===== src/rtl/uart_cmd_pkg.sv =====
// Shared types and constants for the UART command front-end.
package uart_cmd_pkg;

  typedef enum logic [1:0] {
    IDLE,
    DECODE,
    ECHO,
    EOL
  } state_t;

  localparam logic [7:0] ASCII_LF    = 8'h0A;
  localparam logic [7:0] ASCII_QMARK = 8'h3F;

  // Byte i selects channel i: 'm' -> 0, 'r' -> 1, 'c' -> 2.
  localparam logic [23:0] DEFAULT_CMD_CHARS = 24'h63_72_6D;

endpackage


===== src/rtl/uart_cmd_match.sv =====
// Combinational ASCII fold plus lowest-index-wins compare against the command table.
module uart_cmd_match #(
  parameter int unsigned          NUM_CMD   = 3,
  parameter logic [8*NUM_CMD-1:0] CMD_CHARS = uart_cmd_pkg::DEFAULT_CMD_CHARS,
  parameter bit                   CASE_FOLD = 1'b1
) (
  input  logic [7:0]         byte_in,
  output logic [NUM_CMD-1:0] match_vec,
  output logic               hit
);

  logic [7:0] folded;

  always_comb begin
    folded = byte_in;
    if (CASE_FOLD && (byte_in >= 8'h41) && (byte_in <= 8'h5A)) begin
      folded = byte_in | 8'h20;
    end
  end

  always_comb begin
    match_vec = '0;
    hit       = 1'b0;
    for (int unsigned i = 0; i < NUM_CMD; i++) begin
      if (!hit && (folded == CMD_CHARS[8*i +: 8])) begin
        match_vec[i] = 1'b1;
        hit          = 1'b1;
      end
    end
  end

endmodule


===== src/rtl/uart_cmd_ctrl.sv =====
// UART/button command front-end: decodes RX bytes into command pulses and echoes to TX.
module uart_cmd_ctrl
  import uart_cmd_pkg::*;
#(
  parameter int unsigned          NUM_CMD   = 3,
  parameter logic [8*NUM_CMD-1:0] CMD_CHARS = DEFAULT_CMD_CHARS,
  parameter bit                   CASE_FOLD = 1'b1,
  parameter bit                   ECHO_EN   = 1'b1,
  parameter logic [7:0]           ERR_CHAR  = ASCII_QMARK,
  parameter bit                   EOL_EN    = 1'b1
) (
  input  logic               clk,
  input  logic               rst,
  input  logic [7:0]         rx_data,
  input  logic               rx_valid,
  input  logic [NUM_CMD-1:0] btn_pulse,
  input  logic               tx_full,
  output logic [7:0]         tx_data,
  output logic               tx_push,
  output logic [NUM_CMD-1:0] cmd_pulse,
  output logic               err_pulse,
  output logic               overrun
);

  state_t             state;
  logic [7:0]         work;
  logic [7:0]         hold_data;
  logic               hold_full;
  logic [NUM_CMD-1:0] match_vec;
  logic               match_hit;
  logic               hold_wr;

  uart_cmd_match #(
    .NUM_CMD  (NUM_CMD),
    .CMD_CHARS(CMD_CHARS),
    .CASE_FOLD(CASE_FOLD)
  ) u_match (
    .byte_in  (work),
    .match_vec(match_vec),
    .hit      (match_hit)
  );

  // Push must follow tx_full in the same cycle so a full FIFO is never written.
  assign tx_push = ((state == ECHO) || (state == EOL)) && !tx_full;

  // Any byte not taken straight from IDLE goes through the hold buffer.
  assign hold_wr = rx_valid && ((state != IDLE) || hold_full);

  always_ff @(posedge clk) begin
    if (rst) begin
      state     <= IDLE;
      work      <= '0;
      hold_data <= '0;
      hold_full <= 1'b0;
      tx_data   <= '0;
      cmd_pulse <= '0;
      err_pulse <= 1'b0;
      overrun   <= 1'b0;
    end else begin
      cmd_pulse <= btn_pulse;
      err_pulse <= 1'b0;

      case (state)
        IDLE: begin
          if (hold_full) begin
            work      <= hold_data;
            hold_full <= 1'b0;
            state     <= DECODE;
          end else if (rx_valid) begin
            work  <= rx_data;
            state <= DECODE;
          end
        end
        DECODE: begin
          cmd_pulse <= btn_pulse | match_vec;
          err_pulse <= !match_hit;
          if (ECHO_EN) begin
            tx_data <= match_hit ? work : ERR_CHAR;
            state   <= ECHO;
          end else begin
            state <= IDLE;
          end
        end
        ECHO: begin
          if (!tx_full) begin
            if (EOL_EN) begin
              tx_data <= ASCII_LF;
              state   <= EOL;
            end else begin
              tx_data <= '0;
              state   <= IDLE;
            end
          end
        end
        EOL: begin
          if (!tx_full) begin
            tx_data <= '0;
            state   <= IDLE;
          end
        end
        default: state <= IDLE;
      endcase

      // Placed after the FSM so a byte arriving while IDLE consumes the held
      // byte refills the buffer in the same cycle it is freed.
      if (hold_wr) begin
        if (!hold_full || (state == IDLE)) begin
          hold_data <= rx_data;
          hold_full <= 1'b1;
        end else begin
          overrun <= 1'b1;
        end
      end
    end
  end

endmodule


===== config.mk =====
export PLATFORM = sky130hd
export DESIGN_NAME = uart_cmd_ctrl
export DESIGN_NICKNAME = d
export VERILOG_FILES = /design/src/rtl/uart_cmd_pkg.sv /design/src/rtl/uart_cmd_match.sv /design/src/rtl/uart_cmd_ctrl.sv
export SDC_FILE = /design/constraint.sdc
export NUM_CORES = 1
export LEC_CHECK = 0
export BUFFER_PORTS_ARGS = -buffer_cell sky130_fd_sc_hd__buf_2
export CAP_MARGIN = 10
export CORE_MARGIN = 10
export CORE_UTILIZATION = 40
export DETAILED_ROUTE_END_ITERATION = 8
export PLACE_DENSITY = 0.73
export SETUP_SLACK_MARGIN = 0.05
export SKIP_LAST_GASP = 1
export SYNTH_ARGS = -nofsm -noshare
export SYNTH_HDL_FRONTEND = slang
export SYNTH_SLANG_ARGS = --single-unit

===== constraint.sdc =====
create_clock -name clk -period 1.95 [get_ports clk]
set_clock_uncertainty 0.05 [all_clocks]
set_input_delay 0.39 -clock clk [delete_from_list [all_inputs] [get_ports clk]]
set_output_delay 0.39 -clock clk [all_outputs]
set_load 0.01 [all_outputs]

Word-level counts from Yosys, hierarchy flattened
Cells that the tools add are included.
{"block": "word_totals", "reg_bits": 32, "input_bits": 15, "output_inout_bits": 14, "wordCells": 66}
{"block": "classes", "order_cmp": 2, "eq_ne": 9, "mux": 21, "bitwise": 3, "reduce_logical": 23}
{"op": "$mux W8", "n": 5}
{"op": "$eq A8 B7 Y1 const B", "n": 3}
{"op": "$pmux W8 S3", "n": 1}
{"op": "$ge A8 B7 Y1 const B", "n": 1}
{"op": "$le A8 B7 Y1 const B", "n": 1}
{"op": "$mux W1", "n": 8}
{"op": "$mux W2", "n": 4}
{"op": "$pmux W2 S4", "n": 1}
{"op": "$mux W6", "n": 1}
{"op": "$reduce_and A2 Y1", "n": 3}
{"op": "$reduce_and A3 Y1", "n": 2}
{"op": "$logic_and A1 B1 Y1", "n": 5}
{"op": "$logic_not A1 Y1", "n": 5}
{"op": "$eq A2 B2 Y1 const B", "n": 2}
{"op": "$ne A2 B2 Y1 const B", "n": 2}
{"op": "$reduce_bool A2 Y1", "n": 2}
{"op": "$logic_or A1 B1 Y1", "n": 3}
{"op": "$mux W3", "n": 1}
{"op": "$ne A3 B3 Y1 const B", "n": 1}
{"op": "$or A3 B3 Y3", "n": 1}
{"op": "$reduce_bool A3 Y1", "n": 1}
{"op": "$eq A2 B1 Y1 const B", "n": 1}
{"op": "$logic_not A2 Y1", "n": 1}
{"op": "$not A1 Y1", "n": 2}
{"op": "$reduce_or A2 Y1", "n": 1}

Longest topological paths before layout
Gate-level depths: netlist of run 1.
{"block": "depth", "depth_word": 13, "mapped_depth": 7, "mapped_depth_nobuf": 6}

Cells and area by module
Synthesis of run 1 repeated with hierarchy kept, for this count alone.
{"block": "hier_totals", "cells_unflattened": 166, "area_unflattened_um2": 1511.4}
{"mod": "uart_cmd_ctrl", "instances": 1, "cells_each": 155, "area_each_um2": 1423.9, "seq_area_each_um2": 640.6}
{"mod": "uart_cmd_match", "instances": 1, "cells_each": 11, "area_each_um2": 87.6, "seq_area_each_um2": 0.0}

Worst setup path after synthesis of run 1
Ideal clock, no wire load.
{"block": "synth_timing", "kind": "register to register", "startpoint": "register state[1]", "endpoint": "register hold_data[0]", "setup_time_ns": 0.128, "t_arrival_ns": 1.351, "required_time_ns": 1.772, "slack_ns": 0.421, "path_stages_with_launch": 7, "path_buffers": 0, "period_less_slack_ns": 1.529, "path_cell_list": "dfxtp_1 > inv_1 > ha_1 > xnor2_1 > nand2_4 > mux2i_1 > nor2_1"}
{"block": "synth_via", "elab_chain_len": 4}
{"item": "from (decl)", "line": "uart_cmd_ctrl.sv:25", "text": "state_t state;"}
{"item": "from (signal assigned)", "line": "uart_cmd_ctrl.sv:51", "text": "state <= IDLE;"}
{"item": "from (signal assigned)", "line": "uart_cmd_ctrl.sv:68", "text": "state <= DECODE;"}
{"item": "from (signal assigned)", "line": "uart_cmd_ctrl.sv:71", "text": "state <= DECODE;"}
{"item": "$reduce_bool A2 Y1", "line": "uart_cmd_ctrl.sv:47", "text": "assign hold_wr = rx_valid && ((state != IDLE) || hold_full);"}
{"item": "$logic_or A1 B1 Y1", "line": "uart_cmd_ctrl.sv:47"}
{"item": "$logic_and A1 B1 Y1", "line": "uart_cmd_ctrl.sv:47"}
{"item": "$reduce_and A2 Y1 (no source line) (*)"}
{"item": "to (signal assigned)", "line": "uart_cmd_ctrl.sv:108", "text": "hold_data <= rx_data;"}
{"item": "to (decl)", "line": "uart_cmd_ctrl.sv:27", "text": "logic [7:0] hold_data;"}
Mark *: on every way between the ends. The rest lies on a longest branch, timed or not.
A chain may end at the register's enable or synchronous reset.

Final worst setup path of run 1
{"block": "layout_timing", "startpoint": "register state[0]", "endpoint": "output tx_push"}
{"block": "layout_via", "elab_chain_len": 3}
{"item": "$eq A2 B2 Y1", "line": "uart_cmd_ctrl.sv:44", "text": "assign tx_push = ((state == ECHO) || (state == EOL)) && !tx_full;"}
{"item": "$logic_or A1 B1 Y1 (*)", "line": "uart_cmd_ctrl.sv:44"}
{"item": "$logic_and A1 B1 Y1 (*)", "line": "uart_cmd_ctrl.sv:44"}
{"item": "to (decl)", "line": "uart_cmd_ctrl.sv:19", "text": "output logic tx_push,"}
Marked as above.

==> flow_summary.toml, run 1 <==
[synthesis]
syn_area_mm2 = 0.001473
synth-edff-count = 0
yosysTopAreaCell = "dfxtp_1"
syn_inst = 154
synth.avg_cell_area_um2 = 9.563
ys_async_sr_fraction_pct = 0
syn_nets = 173
yosysSeqAreaShare_pct = 43.50
ys_ff_latch = 32
synth_top_area_share_pct = 43.50
synthTopCellsByCount = "dfxtp_1, nor2_1, mux2i_1"
ys.flop_type = "dfxtp_1"
yosysMostFrequentCell = "dfxtp_1"
synth_warnings = 0
synth_cell_types = 38
synth_area_leaders = "dfxtp_1, mux2i_1, nor2_1, a211oi_1, ha_1"

[pwr]
power_mw = 2.708
p_int_mw = 1.718
power_frac_clock_pct = 22.7
irDropWorstVdd_mv = 0.8021
p_leak_nw = 0.7939
swShare_pct = 36.57
p_per_area_mw_per_mm2 = 1539
pwr-share-comb_pct = 40.5
p_switching_mw = 0.9903
power_frac_seq_pct = 36.8

[clock_tree]
cts_setup_buffers = 0
cts_tree = "built"
cts.sinks = 32
clk_pin_slew_ps = 60
htreeDepth = 2
cts-buffers-inserted = 5
clockBufferDepth = 2
cts-hold-fix-buffers = 0
clock_latency_ps = 280
root_buffer = "clkbuf_8"

[setup_path]
required_ps = 1510
crit_path_start_kind = "register"
crit_type = "register to output port"
reg2reg_to = "hold_data[0]$_SDFFE_PP0P_"
reg2regPathDepth = 6
arrival_ps = 1360
endpoint = "tx_push"
r2r_start = "state[1]$_SDFFE_PP0P_"
r2r_slack_ps = 220
crit_path_max_fanout = 6
cp-end-kind = "output port"
crit_start = "state[0]$_SDFFE_PP0P_"

[grt]
grt_usage_pct = 9.726
antenna_found_initial = 0
grt_pass1_vias = 1132
grt_overflow_total = 0
grt_pass1_wl_um = 5030
grt_start_max_net_pins = 30

[sta]
hold_viol_final = 0
setup-tns-final_ps = 0
fin_crit_ps = 1799
slew_viol_final = 0
rsz0062_at_grt = "false"
max_clock_freq_mhz = 555.8
worst_slew_pin_slew_ps = 437.9
fin_crit_sh_pct = 92.27
relSlewSlack_pct = 70.81
final-setup-viol-count = 0

[min_path]
holdCritPathClass = "input port to register"

[placement]
place.gp.congestion = 0.7473
port_buffers = 28
hpwl_um = 2217

[die]
fp.dieH_um = 80.68
rows = 21
start_util_pct = 42.78
pin_count = 29
dieArea_mm2 = 0.006508
core_area_mm2 = 0.003442
die_w_um = 80.68

[routing]
via_per_inst = 4.991
dr_wl_met3_um = 337
dr.pass1.iters = 4
wire_per_inst_um = 12.58
drt_iter0_drc = 71
wl_met2_um = 1154
detail-route-antenna-nets = 0
num_vias = 1153
drc = 0
top_layer = "met4"
drt-met1-wl_um = 1342
finalWirelength_um = 2907

[layout]
num_antenna_cells = 0
nFillCells = 330
area_delta_synth_final_pct = 19.46
finish.utilization_pct = 51.11
drive_gt1_share_pct = 27.03
nNetsFinal = 203

[status]
status = "finished, final reports clean"

[run]
cap_violations = 0
cells by family (layout without fill, tap and decap cells):
group,after synthesis,in the layout,synth area share (%)
simple gates,60,60,22.94
flops,32,32,43.50
compound gates,28,28,13.42
mux,18,18,12.23
buf+inv,10,41,3.314
fa+ha+maj,4,4,3.399
xor+xnor,2,2,1.190
flip-flops by register name, summed over array words and instances, names as in the netlist:
signal / flops
hold_data: 8
work: 8
overrun: 1
hold_full: 1
cmd_pulse: 3
err_pulse: 1
state: 2
tx_data: 8
worst min-delay path by stage:
stage | start | to | slack [ps] | cells after the start
3_5_place_dp | tx_data[0]$_SDFFE_PP0P_ | tx_data[0]$_SDFFE_PP0P_ | 390 | 2
6_report | btn_pulse[2] | cmd_pulse[2]$_SDFF_PP0_ | 280 | 3
4_1_cts | btn_pulse[2] | cmd_pulse[2]$_SDFF_PP0_ | 270 | 3
2_1_floorplan | hold_data[0]$_SDFFE_PP0P_ | hold_data[0]$_SDFFE_PP0P_ | 410 | 2
3_3_place_gp | tx_data[2]$_SDFFE_PP0P_ | tx_data[2]$_SDFFE_PP0P_ | 390 | 2
5_1_grt | btn_pulse[2] | cmd_pulse[2]$_SDFF_PP0_ | 290 | 3
critical path: stages (launching register included):
cell,delay [ps]
dfxtp_2,370
inv_1,110
ha_1,260
nor2_2,150
nor2_1,60
buf_2,140
placed cells by master, fill, tap and decap left out, drive strengths merged, types with 3 or more instances in the layout:
cell type / count
nand3: 6
a21oi: 7
dfxtp: 32
buf: 30
nor3b: 4
ha: 4
nor2: 30
clkbuf: 6
nand2: 10
a211oi: 10
mux2i: 18
inv: 3
per-layer routing:
metal / up-vias / global-route usage [%]
met1: 506 / 11.28
met2: 37 / 13.61
met3: 7 / 5.122
met4: 0 / 6.228
met5: - / 0
li1: 603 / -
per-stage QoR:
stage / instances / area (um^2) / setup WS, ps / hold slack [ps]
after detailed placement: 223 / 1648 / 224.5 / 394.0
final: 231 / 1759 / 150.6 / 276.5
after floorplan: 154 / 1473 / 421.1 / 413.2
after global placement: 223 / 1648 / 298.4 / 388.3
after CTS: 231 / 1758 / 78.46 / 269.2
after global routing: 231 / 1759 / 66.20 / 289.3
cell type report:
class / count / area (um^2) / share of cell area (%)
repair buffers: 30 / 155.1 / 8.819
multi-input cells: 112 / 785.8 / 44.67
flip-flops and latches: 32 / 641.9 / 36.49
inverters: 3 / 11.26 / 0.6401
well taps: 46 / 57.56 / 3.272
clock inverters: 2 / 35.03 / 1.991
clock buffers: 6 / 72.57 / 4.125
power by group through the flow:
stage	Combinational [mW]	Sequential [mW]	Clock [mW]
after CTS	1.12	0.996	0.635
after global placement	1.10	0.998	0
final	1.10	0.997	0.615
after floorplan	0.878	1.01	0
after global routing	1.25	1.02	0.652
after detailed placement	1.11	1.01	0
repair_timing:
action	CTS	global route
cloned	0	0
setup endpoints to repair	1	1
resized for setup	1	1
Note: power is estimated with default switching activity, not from simulation.
==> run 2: changes to the inputs <==
--- a/config.mk
+++ b/config.mk
@@ -7,9 +7,11 @@
 export LEC_CHECK = 0
 export BUFFER_PORTS_ARGS = -buffer_cell sky130_fd_sc_hd__buf_2
 export CAP_MARGIN = 10
+export CORE_ASPECT_RATIO = 1.25
 export CORE_MARGIN = 10
 export CORE_UTILIZATION = 40
 export DETAILED_ROUTE_END_ITERATION = 8
+export GPL_ROUTABILITY_DRIVEN = 0
 export PLACE_DENSITY = 0.73
 export SETUP_SLACK_MARGIN = 0.05
 export SKIP_LAST_GASP = 1
==> run 2 against run 1 <==
  * Sequential cell count unchanged
  * Sequential share of layout area down 0.26 points
  * Die area up 0.24%
  * Via count unchanged
  * Clock-buffer cell count up 1
  * Final cell count down 3.0%
  * Power up 3.8%
  * Routed wire length up 2.0%
  * Critical path depth unchanged
  * Register-to-register slack better by 80 ps
  * Critical path type unchanged
  * Critical endpoint unchanged
==> flow_summary.toml, run 2 (synthesized netlist as in run 1, its figures left out) <==
[status]
status = "finished, final reports clean"

[run]
cap_violations = 0

[grt]
grt_start_max_net_pins = 19
antenna_found_initial = 0
met2_usage_pct = 15.22
use_met1_pct = 11.05
grt_usage_pct = 9.712
grt_overflow_total = 0
grt_pass1_wl_um = 5133
busiest_layer = "met2"
grt_pass1_vias = 1175
gr-usage-met3_pct = 4.304

[layout]
reg.largest.list = "hold_data: 8 flops, tx_data: 8 flops, work: 8 flops"
final_cells = 224
nNetsFinal = 203
final_common_cell = "dfxtp_1"
drive_gt1_share_pct = 28.11
layout_common_cells = "dfxtp_1, buf_2, nor2_1"
finish.utilization_pct = 50.53
num_antenna_cells = 0
area_delta_synth_final_pct = 20.56

[die]
rows = 24
core_area_mm2 = 0.003513
start_util_pct = 41.92
dieArea_mm2 = 0.006524
fp.dieH_um = 87.84
die_w_um = 74.27
pin_count = 29

[clock_tree]
clk_pin_slew_ps = 70
clockBufferDepth = 2
clock_latency_ps = 280
cts-buffers-inserted = 5
root_buffer = "clkbuf_8"
cts_tree = "built"
htreeDepth = 2
cts.sinks = 32
cts_setup_buffers = 0

[pwr]
power_frac_seq_pct = 35.5
p_switching_mw = 1.013
p_per_area_mw_per_mm2 = 1583
irDropWorstVdd_mv = 1.149
pwr-share-comb_pct = 39.8
p_int_mw = 1.798
power_mw = 2.811
p_leak_nw = 0.8056
swShare_pct = 36.03
power_frac_clock_pct = 24.6

[sta]
hold_viol_final = 0
setup-tns-final_ps = 0
max_clock_freq_mhz = 561.1
worst_slew_pin_slew_ps = 443.1
rsz0062_at_grt = "false"
fin_crit_ps = 1782
final-setup-viol-count = 0
slew_viol_final = 0
fin_hold_ws_ps = 279.2
relSlewSlack_pct = 70.46
fin_crit_sh_pct = 91.39

[routing]
dr.pass1.iters = 4
drt_iter0_drc = 65
detail-route-antenna-nets = 0
drc = 0
via_per_inst = 5.147
num_vias = 1153
finalWirelength_um = 2965
wire_per_inst_um = 13.24

[setup_path]
cpLargestDelayFamily = "flip-flops"
max_stage_delay_ps = 360
cp-end-kind = "output port"
critPathSlowestCell = "dfxtp_2"
required_ps = 1510
crit_buf_inv = 2
crit_type = "register to output port"
crit_path_max_fanout = 6
crit_path_start_kind = "register"
path_cells = "inv_1 -> ha_1 -> nor2_4 -> nor2_1 -> buf_2"
arrival_ps = 1340

[placement]
port_buffers = 28
dp_cells = 216
hpwl_um = 2263

[min_path]
holdCritPathClass = "input port to register"
## run 2: routing by layer
metal | vias up | part of all wire (%)
li1 | 603 | -
met2 | 28 | 45
met3 | 4 | 9.0
met4 | 0 | 1.1
met1 | 518 | 45
met5 | - | 0
## run 2: layout make-up
class | count | area, um^2
Clock buffer | 7 | 96.34
Clock inverter | 1 | 30.03
Fill cell | 349 | 1738
Inverter | 3 | 11.26
Multi-Input combinational cell | 112 | 790.8
Sequential cell | 32 | 643.1
Tap cell | 39 | 48.80
Timing Repair Buffer | 30 | 155.1
## run 2: per-stage QoR
stage / cell area, um^2 / worst slack (ps)
after CTS: 1768 / 85.73
after detailed placement: 1639 / 235.7
after global routing: 1775 / 88.16
after floorplan: 1473 / 421.1
after global placement: 1639 / 286.5
final: 1775 / 167.8
## run 2: repair_timing
item / CTS / global route
resized for setup: 1 / 3
cloned: 0 / 0
hold buffers: 0 / 0
pin swaps: 0 / 0
endpoints found under the setup margin: 1 / 2
## run 2: worst paths after layout
check,depth (start not counted),start,slack [ps],end
setup / recovery,5,state[0]$_SDFFE_PP0P_,170,tx_push
setup reg to reg,5,state[0]$_SDFFE_PP0P_,300,state[0]$_SDFFE_PP0P_
hold reg to reg,2,tx_data[0]$_SDFFE_PP0P_,400,tx_data[0]$_SDFFE_PP0P_
hold / removal,3,btn_pulse[2],280,cmd_pulse[2]$_SDFF_PP0_
## run 2: worst reg2reg max path: cells and delay by family, from the launching register on
| family | cells | cell delay, ps |
|---|---|---|
| buffers and inverters | 1 | 110 |
| AND/OR/NAND/NOR | 1 | 250 |
| adder cells (fa/ha/maj) | 1 | 270 |
| AO/OA/AOI/OAI | 2 | 510 |
| flip-flops | 1 | 360 |
## run 2: power groups by stage
stage	Sequential, mW	Clock [mW]	Combinational, mW
6_report	0.999	0.693	1.12
5_1_grt	1.02	0.735	1.27
4_1_cts	0.997	0.710	1.12
3_5_place_dp	1.01	0	1.11
3_3_place_gp	1.00	0	1.09
2_1_floorplan	1.01	0	0.878
==> run 3: changes to the inputs <==
--- a/config.mk
+++ b/config.mk
@@ -13,6 +13,7 @@
 export DETAILED_ROUTE_END_ITERATION = 8
 export GPL_ROUTABILITY_DRIVEN = 0
 export PLACE_DENSITY = 0.73
+export REMOVE_ABC_BUFFERS = 1
 export SETUP_SLACK_MARGIN = 0.05
 export SKIP_LAST_GASP = 1
 export SYNTH_ARGS = -nofsm -noshare
==> run 3 against run 2 <==
  * Via count shrank 2.6%
  * Critical endpoint unchanged
  * Non-clock buffer count grew 1
  * Setup slack lost 30 ps
  * Critical path depth stayed put
  * Design area is 1.8% lower
  * Largest cell class unchanged
==> flow_summary.toml, run 3 (synthesized netlist as in run 1, its figures left out) <==
[layout]
seq_area_um2 = 641.9
multi_input_area_um2 = 785.8
final_cells = 225
layout_common_cells = "dfxtp_1, buf_2, nor2_1"
nFillCells = 329
area_delta_synth_final_pct = 18.35
drive_gt1_share_pct = 27.96
final_common_cell = "dfxtp_1"
nNetsFinal = 204
num_antenna_cells = 0
reg.largest.list = "hold_data: 8 flops, tx_data: 8 flops, work: 8 flops"

[clock_tree]
root_buffer = "clkbuf_8"
htreeDepth = 2
cts-buffers-inserted = 5
clk_pin_slew_ps = 70
clockBufferDepth = 2
clock_latency_ps = 290
cts-hold-fix-buffers = 0
cts_tree = "built"
cts_setup_buffers = 0
cts.sinks = 32

[setup_path]
crit_path_max_fanout = 6
arrival_ps = 1370
r2r_slack_ps = 220
reg2regPathDepth = 6
r2r_start = "state[1]$_SDFFE_PP0P_"
crit_type = "register to output port"
crit_path_start_kind = "register"
cp-end-kind = "output port"
reg2reg_to = "hold_data[1]$_SDFFE_PP0P_"
required_ps = 1510

[min_path]
holdPathEnd = "cmd_pulse[2]$_SDFF_PP0_"
min_from = "btn_pulse[2]"
holdCritPathClass = "input port to register"
hold_path_depth = 3

[die]
start_util_pct = 41.92
fp.dieH_um = 87.84
dieArea_mm2 = 0.006524
rows = 24
die_w_um = 74.27
core_area_mm2 = 0.003513
pin_count = 29

[grt]
grt_start_max_net_pins = 22
grt_usage_pct = 9.654
grt_pass1_wl_um = 5016
grt_overflow_total = 0
grt_pass1_vias = 1105
antenna_found_initial = 0

[placement]
port_buffers = 28
hpwl_um = 2224
dp_cells = 217

[pwr]
irDropWorstVdd_mv = 0.9341
p_leak_nw = 0.7945
p_per_area_mw_per_mm2 = 1502

[routing]
drt_iter0_drc = 58
finalWirelength_um = 2864
dr.pass1.iters = 4
via_per_inst = 4.991
num_vias = 1123
drc = 0
detail-route-antenna-nets = 0
wire_per_inst_um = 12.73

[run]
cap_violations = 0

[sta]
rsz0062_at_grt = "false"
hold_viol_final = 0
max_clock_freq_mhz = 551.9
final-setup-viol-count = 0
relSlewSlack_pct = 70.97
fin_crit_sh_pct = 92.91
slew_viol_final = 0
worst_slew_pin_slew_ps = 435.5
setup-tns-final_ps = 0
fin_crit_ps = 1812

[status]
status = "finished, final reports clean"
[run 3: cell count changes in the layout (fill, tap and decap cells not counted), sizes merged]
| cell | delta |
|---|---|
| buf | +1 |
| bufinv | -1 |
| clkbuf | -1 |
| clkinv | +2 |
[run 3: worst max-delay path by stage]
stage | from | endpoint | slack [ps] | depth (start not counted)
2_1_floorplan | state[1]$_SDFFE_PP0P_ | hold_data[0]$_SDFFE_PP0P_ | 430 | 6
3_3_place_gp | state[1]$_SDFFE_PP0P_ | hold_data[3]$_SDFFE_PP0P_ | 290 | 6
3_5_place_dp | state[1]$_SDFFE_PP0P_ | hold_data[1]$_SDFFE_PP0P_ | 230 | 6
4_1_cts | state[0]$_SDFFE_PP0P_ | tx_push | 90 | 5
5_1_grt | state[0]$_SDFFE_PP0P_ | tx_push | 70 | 5
6_report | state[0]$_SDFFE_PP0P_ | tx_push | 140 | 5
[run 3: final cells by class]
type	instances	share of cell area (%)
inverter	3	0.6461
multi-input combinational	112	45.08
sequential	32	36.83
clock inverter	2	0.5743
timing repair buffer	31	9.332
clock buffer	6	4.738
tap	39	2.800
[run 3: worst max-delay path: stages, from the launching register on]
cell     delay (ps)
dfxtp_2         360
inv_1           110
ha_1            260
nor2_2          160
nor2_1           50
buf_2           140
[run 3: report_power, final]
part	leakage [nW]	internal, mW	switching (mW)
registers	0.264	0.852	0.145
clock network	0.0510	0.281	0.241
logic	0.480	0.489	0.611
total	0.794	1.62	0.997
[run 3: layer usage]
| metal | routed length, um | global-route usage (%) |
|---|---|---|
| met1 | 1385 | 11.99 |
| met2 | 1196 | 13.98 |
| met3 | 223 | 3.851 |
| met4 | 58 | 5.000 |
| met5 | 0 | 0 |
[run 3: per-stage QoR]
step / setup slack [ps] / instance area (um^2) / hold slack (ps) / util, % / power [mW]
after floorplan: 433.3 / 1435 / 409.1 / - / 1.844
after global placement: 288.3 / 1647 / 388.4 / 46.87 / 2.095
after detailed placement: 233.7 / 1647 / 391.0 / 46.87 / 2.114
after CTS: 89.94 / 1742 / 253.2 / 49.57 / 2.645
after global routing: 67.92 / 1743 / 262.7 / 49.61 / 2.843
final: 138.2 / 1743 / 260.6 / 49.61 / 2.618
[run 3: what timing repair did]
item | in CTS | in global routing
resized for setup | 1 | 1
setup endpoints to repair | 1 | 1
cloned | 0 | 0
